### src/rtl/keypad_pkg.sv
// Shared constants, FSM encoding and row-hit priority helper for the keypad scanner.
// Pure definitions: no latency, no flow control.
package keypad_pkg;

    localparam int         NUM_ROWS = 4;
    localparam int         NUM_COLS = 4;
    localparam logic [4:0] NO_KEY   = 5'h10;
    localparam logic [3:0] ROW_INIT = 4'b1110;

    typedef enum logic {
        IDLE = 1'b0,
        HELD = 1'b1
    } state_t;

    // Lowest pressed column wins; the MSB of the result flags "nothing pressed".
    function automatic logic [4:0] row_hit(input logic [1:0] row_idx, input logic [3:0] col_n);
        logic [4:0] code;
        code = NO_KEY;
        for (int c = NUM_COLS - 1; c >= 0; c--) begin
            if (!col_n[c]) begin
                code = {1'b0, row_idx, 2'(c)};
            end
        end
        return code;
    endfunction

endpackage

### src/rtl/keypad_scanner_if.sv
// Keypad-side and key-event signals of the scanner, grouped as one bundle.
// master = scanner (drives rows and key outputs), slave = keypad/consumer side.
interface keypad_scanner_if;

    logic [3:0] column;
    logic [3:0] row;
    logic [3:0] key_code;
    logic       key_valid;
    logic       key_held;

    modport master (
        input  column,
        output row,
        output key_code,
        output key_valid,
        output key_held
    );

    modport slave (
        output column,
        input  row,
        input  key_code,
        input  key_valid,
        input  key_held
    );

endinterface

### src/rtl/keypad_debounce.sv
// Tracks the candidate scan result and how many consecutive scans agreed on it.
// Outputs show the post-update view during the scan_done cycle; no backpressure.
module keypad_debounce
    import keypad_pkg::*;
#(
    parameter int DEBOUNCE_SCANS = 4
) (
    input  logic       clk,
    input  logic       rst,
    input  logic       i_scan_done,
    input  logic [4:0] i_result,
    output logic [4:0] o_candidate,
    output logic       o_stable
);

    localparam int            CW      = $clog2(DEBOUNCE_SCANS + 1);
    localparam logic [CW-1:0] CNT_MAX = CW'(DEBOUNCE_SCANS);

    logic [4:0]    r_candidate;
    logic [CW-1:0] r_db_cnt;
    logic [4:0]    w_cand_nxt;
    logic [CW-1:0] w_cnt_nxt;

    always_comb begin
        w_cand_nxt = r_candidate;
        w_cnt_nxt  = r_db_cnt;
        if (i_scan_done) begin
            if (i_result == r_candidate) begin
                if (r_db_cnt != CNT_MAX) begin
                    w_cnt_nxt = r_db_cnt + 1'b1;
                end
            end else begin
                w_cand_nxt = i_result;
                w_cnt_nxt  = CW'(1);
            end
        end
    end

    always_ff @(posedge clk) begin
        if (rst) begin
            r_candidate <= NO_KEY;
            r_db_cnt    <= '0;
        end else begin
            r_candidate <= w_cand_nxt;
            r_db_cnt    <= w_cnt_nxt;
        end
    end

    // Exposing the next-state view lets the FSM act in the same scan_done cycle.
    assign o_candidate = w_cand_nxt;
    assign o_stable    = (w_cnt_nxt == CNT_MAX);

endmodule

### src/rtl/keypad_scanner.sv
// 4x4 keypad row scanner with 2-flop column sync, debounce and one-pulse-per-press key FSM.
// key_valid lands 1 cycle after the accepting scan_done; free-running, no backpressure.
module keypad_scanner
    import keypad_pkg::*;
#(
    parameter int SCAN_DIV       = 100000,
    parameter int DEBOUNCE_SCANS = 4
) (
    input  logic              clk,
    input  logic              rst,
    keypad_scanner_if.master  kp
);

    localparam int            DW         = $clog2(SCAN_DIV);
    localparam logic [DW-1:0] DWELL_LAST = DW'(SCAN_DIV - 1);

    logic [3:0]    r_col_meta;
    logic [3:0]    r_col_s;
    logic [DW-1:0] r_dwell;
    logic [1:0]    r_row_idx;
    logic [3:0]    r_row;
    logic [4:0]    r_scan_acc;
    state_t        r_state;
    logic [3:0]    r_key_code;
    logic          r_key_valid;

    logic          w_sample;
    logic          w_scan_done;
    logic [4:0]    w_hit;
    logic [4:0]    w_scan_res;
    logic [4:0]    w_candidate;
    logic          w_stable;
    state_t        w_state_nxt;
    logic [3:0]    w_code_nxt;
    logic          w_valid_nxt;

    assign w_sample    = (r_dwell == DWELL_LAST);
    assign w_scan_done = w_sample && (r_row_idx == 2'(NUM_ROWS - 1));
    assign w_hit       = row_hit(r_row_idx, r_col_s);
    // Row 0 opens a new scan; afterwards the first hit in row order is kept.
    assign w_scan_res  = ((r_row_idx == 2'd0) || (r_scan_acc == NO_KEY)) ? w_hit : r_scan_acc;

    always_ff @(posedge clk) begin
        if (rst) begin
            r_col_meta <= 4'b1111;
            r_col_s    <= 4'b1111;
            r_dwell    <= '0;
            r_row_idx  <= '0;
            r_row      <= ROW_INIT;
            r_scan_acc <= NO_KEY;
        end else begin
            r_col_meta <= kp.column;
            r_col_s    <= r_col_meta;
            if (w_sample) begin
                r_dwell    <= '0;
                r_row_idx  <= r_row_idx + 1'b1;
                r_row      <= {r_row[2:0], r_row[3]};
                r_scan_acc <= w_scan_res;
            end else begin
                r_dwell <= r_dwell + 1'b1;
            end
        end
    end

    keypad_debounce #(
        .DEBOUNCE_SCANS (DEBOUNCE_SCANS)
    ) u_debounce (
        .clk         (clk),
        .rst         (rst),
        .i_scan_done (w_scan_done),
        .i_result    (w_scan_res),
        .o_candidate (w_candidate),
        .o_stable    (w_stable)
    );

    always_ff @(posedge clk) begin
        if (rst) begin
            r_state     <= IDLE;
            r_key_code  <= '0;
            r_key_valid <= 1'b0;
        end else begin
            r_state     <= w_state_nxt;
            r_key_code  <= w_code_nxt;
            r_key_valid <= w_valid_nxt;
        end
    end

    always_comb begin
        w_state_nxt = r_state;
        w_code_nxt  = r_key_code;
        w_valid_nxt = 1'b0;
        if (w_scan_done && w_stable) begin
            case (r_state)
                IDLE: begin
                    if (w_candidate != NO_KEY) begin
                        w_state_nxt = HELD;
                        w_code_nxt  = w_candidate[3:0];
                        w_valid_nxt = 1'b1;
                    end
                end
                HELD: begin
                    if (w_candidate == NO_KEY) begin
                        w_state_nxt = IDLE;
                    end else if (w_candidate[3:0] != r_key_code) begin
                        w_code_nxt  = w_candidate[3:0];
                        w_valid_nxt = 1'b1;
                    end
                end
                default: w_state_nxt = IDLE;
            endcase
        end
    end

    assign kp.row       = r_row;
    assign kp.key_code  = r_key_code;
    assign kp.key_valid = r_key_valid;
    assign kp.key_held  = (r_state == HELD);

endmodule

### src/flat_wrapper.sv
// flat-port wrapper written by rule: the top's interface ports become plain ports
module keypad_scanner_flat import keypad_pkg::*;
#(
    parameter int SCAN_DIV       = 100000,
    parameter int DEBOUNCE_SCANS = 4
)
  (clk, rst, kp_column, kp_row, kp_key_code, kp_key_valid, kp_key_held);
  keypad_scanner_if kp_i ();
  input  logic clk;
  input  logic rst;
  input wire logic [$bits(kp_i.column)-1:0] kp_column;
  output wire logic [$bits(kp_i.row)-1:0] kp_row;
  output wire logic [$bits(kp_i.key_code)-1:0] kp_key_code;
  output wire logic [$bits(kp_i.key_valid)-1:0] kp_key_valid;
  output wire logic [$bits(kp_i.key_held)-1:0] kp_key_held;
  assign kp_i.column = kp_column;
  assign kp_row = kp_i.row;
  assign kp_key_code = kp_i.key_code;
  assign kp_key_valid = kp_i.key_valid;
  assign kp_key_held = kp_i.key_held;
  keypad_scanner #(.SCAN_DIV(SCAN_DIV), .DEBOUNCE_SCANS(DEBOUNCE_SCANS)) u_core (.clk(clk), .rst(rst), .kp(kp_i));
endmodule
### config.mk
export PLATFORM = sky130hd
export DESIGN_NAME = keypad_scanner_flat
export DESIGN_NICKNAME = d
export VERILOG_FILES = /design/src/rtl/keypad_pkg.sv /design/src/rtl/keypad_scanner_if.sv /design/src/rtl/keypad_debounce.sv /design/src/rtl/keypad_scanner.sv /design/src/flat_wrapper.sv
export SDC_FILE = /design/constraint.sdc
export NUM_CORES = 1
export LEC_CHECK = 0
export ABC_AREA = 1
export CORE_UTILIZATION = 45
export DETAILED_ROUTE_END_ITERATION = 10
export PLACE_DENSITY_LB_ADDON = 0.12
export SLEW_MARGIN = 20
export SYNTH_ARGS = -nofsm -noshare
export SYNTH_HDL_FRONTEND = slang
export SYNTH_SLANG_ARGS = --single-unit
### constraint.sdc
create_clock -name clk -period 2.25 [get_ports clk]
set_input_delay 0.45 -clock clk [delete_from_list [all_inputs] [get_ports clk]]
set_output_delay 0.45 -clock clk [all_outputs]
set_load 0.02 [all_outputs]
==> results.py <==
metrics = {
    "sta": {
        "final_max_slew_viol_count": 0,
        "finalHoldViolations": 0,
        "setup_violations": 0,
        "timing.hold.ws_ns": 0.419,
        "slew_headroom_pct": 66.2,
        "max_freq_ghz": 0.486,
        "tns_ns": 0,
        "worst_slew_pin_slew_ns": 0.502,
        "clock_skew_ns": 0.00921,
        "period_share_pct": 91.5,
        "layout_min_cycle_time_ns": 2.06,
        "fin_ws_ns": 0.191,
    },
    "placed_design": {
        "port_buffers": 15,
        "dp.cells": 428,
        "place_congestion": 0.840,
        "hpwlAfterDp_um": 3840,
        "dpl_worst_slack_ns": 0.0827,
    },
    "power_and_ir_drop": {
        "pwr-share-clk_pct": 39.4,
        "power_frac_comb_pct": 5.4,
        "switching_share_pct": 21.0,
        "p_switching_mw": 0.344,
        "vdd_drop_max_uv": 358,
        "powerDensity_mw_per_mm2": 556,
        "power_leakage_nw": 1.25,
        "intPower_mw": 1.29,
        "seq_power_share_pct": 55.1,
    },
    "critical_path": {
        "critical_path_class": "reg -> reg",
        "cp_max_fo": 5,
        "crit_arrival_ns": 2.26,
        "endpoint_kind": "register",
        "worst_setup_path_start_kind": "register",
        "crit_required_ns": 2.45,
        "rrSetupSlack_ns": 0.19,
    },
    "floorplanning": {
        "initial_core_util_pct": 47.8,
        "pin_count": 16,
        "die_width_um": 76.4,
        "fp.dieH_um": 76.4,
        "placementRows": 26,
        "dieArea_sq_mm": 0.00583,
        "core_area_sq_mm": 0.00520,
    },
    "synth": {
        "seq_area_frac_synth_pct": 40.2,
        "syn_inst": 339,
        "netlist_area_sq_mm": 0.00249,
        "syn_avg_cell_area_sq_um": 7.34,
        "synth_warnings": 0,
        "synth_nets": 350,
        "ys_ff_latch": 50,
        "async_flop_share_pct": 0,
        "ys.flop_type": "dfxtp_1",
        "ys_types": 36,
        "synth_edf_count": 0,
    },
    "layout": {
        "fillers": 495,
        "final_cells": 440,
        "finalNetCount": 381,
        "drive_gt1_share_pct": 20.8,
        "fin_util_pct": 56.6,
        "syn2layout_area_growth_pct": 18.4,
        "n_antenna_cell": 0,
    },
    "clock_tree": {
        "holdBufCountCts": 0,
        "cts-buffers-inserted": 5,
        "cts_tree": "yes",
        "cts_root_buffer": "clkbuf_8",
        "cts.clk_slew.worst_paths_ns": 0.09,
        "cts_buffer_depth": 2,
        "clock_sinks": 50,
        "clk_latency_ns": 0.30,
        "h-tree-depth": 2,
    },
    "grt": {
        "grt_max_degree": 19,
        "grt_pass1_wl_um": 8900,
        "grt_pass1_vias": 2021,
        "grt_overflow_total": 0,
        "grt_use_total_pct": 19.1,
        "antenna_found_initial": 0,
    },
    "routing": {
        "wirelength_um": 5140,
        "drc": 0,
        "drtAntennaViolNets": 0,
        "routedWlPerCell_um": 11.7,
        "dr.first_iter.drc_count": 73,
        "vias_per_cell": 4.90,
        "vias": 2156,
        "firstDrtPassIters": 4,
    },
    "flow_run": {
        "cap_violations": 0,
    },
    "outcome": {
        "status": "finished, final reports clean",
    },
    "min_path": {
        "min_path_type": "reg -> reg",
    },
}
==> routing by layer <==
metal	GRT usage, %	up-vias	share of wire [%]
met5	0	-	0
met4	5.58	0	0.88
met1	25.4	972	50
met3	3.59	5	2.9
li1	-	1147	-
met2	31.2	32	46
==> registers in the layout, summed over array words and instances (netlist names) <==
signal	flops
u_core.u_debounce.r_db_cnt	3
u_core.r_scan_acc	5
u_core.r_col_meta	4
u_core.r_dwell	17
u_core.r_col_s	4
u_core.u_debounce.r_candidate	5
u_core.kp.key_held	1
u_core.kp.row	4
u_core.r_row_idx	2
u_core.kp.key_valid	1
u_core.kp.key_code	4
==> logic make-up after synthesis <==
group / count (synthesis) / share of synthesized area (%)
compound gates: 38 / 8.60
xor+xnor: 4 / 1.41
fa+ha+maj: 5 / 2.51
buf+inv: 52 / 7.84
flops: 50 / 40.2
simple gates: 190 / 39.4
==> repair_timing <==
action	4_1_cts	5_1_grt
gates resized for setup	0	11
setup buffers	0	4
endpoints found under the setup margin	0	6
==> worst paths after layout <==
path,start,endpoint,cells past startpoint
max,u_core.r_dwell[0],u_core.kp.key_code[0],14
min,u_core.r_col_meta[2],u_core.r_col_s[2],1
max reg2reg,u_core.r_dwell[0],u_core.kp.key_code[0],14
min reg2reg,u_core.r_col_meta[2],u_core.r_col_s[2],1
==> critical path, cell delays in order, from the launching register on <==
cell and delay [ns]:
dfxtp_2 0.35, ha_2 0.18, nand2_2 0.08, nor2_4 0.15, inv_2 0.06, nor2_4 0.11
nand4_1 0.15, nand2_1 0.14, nand2_2 0.08, inv_2 0.08, nand3_2 0.09, nor2_4 0.22
nor2_4 0.07, a21oi_1 0.12, nor2_1 0.06
==> power by group through the flow <==
stage	sequential [mW]	clock [mW]	combinational, mW
6_report	0.902	0.646	0.0891
5_1_grt	0.904	0.697	0.101
4_1_cts	0.901	0.658	0.0762
3_5_place_dp	0.922	0	0.0752
3_3_place_gp	0.922	0	0.0753
2_1_floorplan	0.920	0	0.0496
==> stage by stage <==
stage / instance area [sq um] / total power, mW
finish: 2950 / 1.64
global route: 2950 / 1.70
CTS: 2880 / 1.64
global placement: 2770 / 0.997
floorplan: 2490 / 0.970
detailed placement: 2770 / 0.997
==> area by class of cell <==
class                      instances  area, sq um  share of cell area, %
clock buffer                       6         82.6                   2.80
tap                               70         87.6                   2.97
inverter                          49          184                   6.24
clock inverter                     1         30.0                   1.02
multi-input combinational        238         1320                   44.9
sequential                        50         1000                   34.1
timing repair buffer              26          233                   7.90
==> synth_stat cells (6+ instances only) <==
cell type / count / area share, %
o21ai_0: 11 / 2.2
nand2_1: 75 / 11
inv_2: 6 / 0.90
nor2_1: 34 / 5.1
or2_2: 11 / 2.8
nand4_1: 7 / 1.8
dfxtp_1: 50 / 40
inv_1: 42 / 6.3
nand3_1: 25 / 5.0
a21oi_1: 16 / 3.2
nand3_2: 6 / 2.4
nand2_2: 6 / 1.5
nor2_2: 7 / 1.8
==> layout by cell type (no fill, tap or decap), types with 7 or more instances in the layout <==
master and count:
nand2_1 72, dfxtp_1 47, inv_1 41, nor2_1 33, nand3_1 25, clkdlybuf4s50_1 15
a21oi_1 14, o21ai_0 11, or2_2 11, buf_4 11, nand2_2 9, nor2_2 8
inv_2 7, nand4_1 7
No activity file was read; power rests on OpenSTA's default activity.
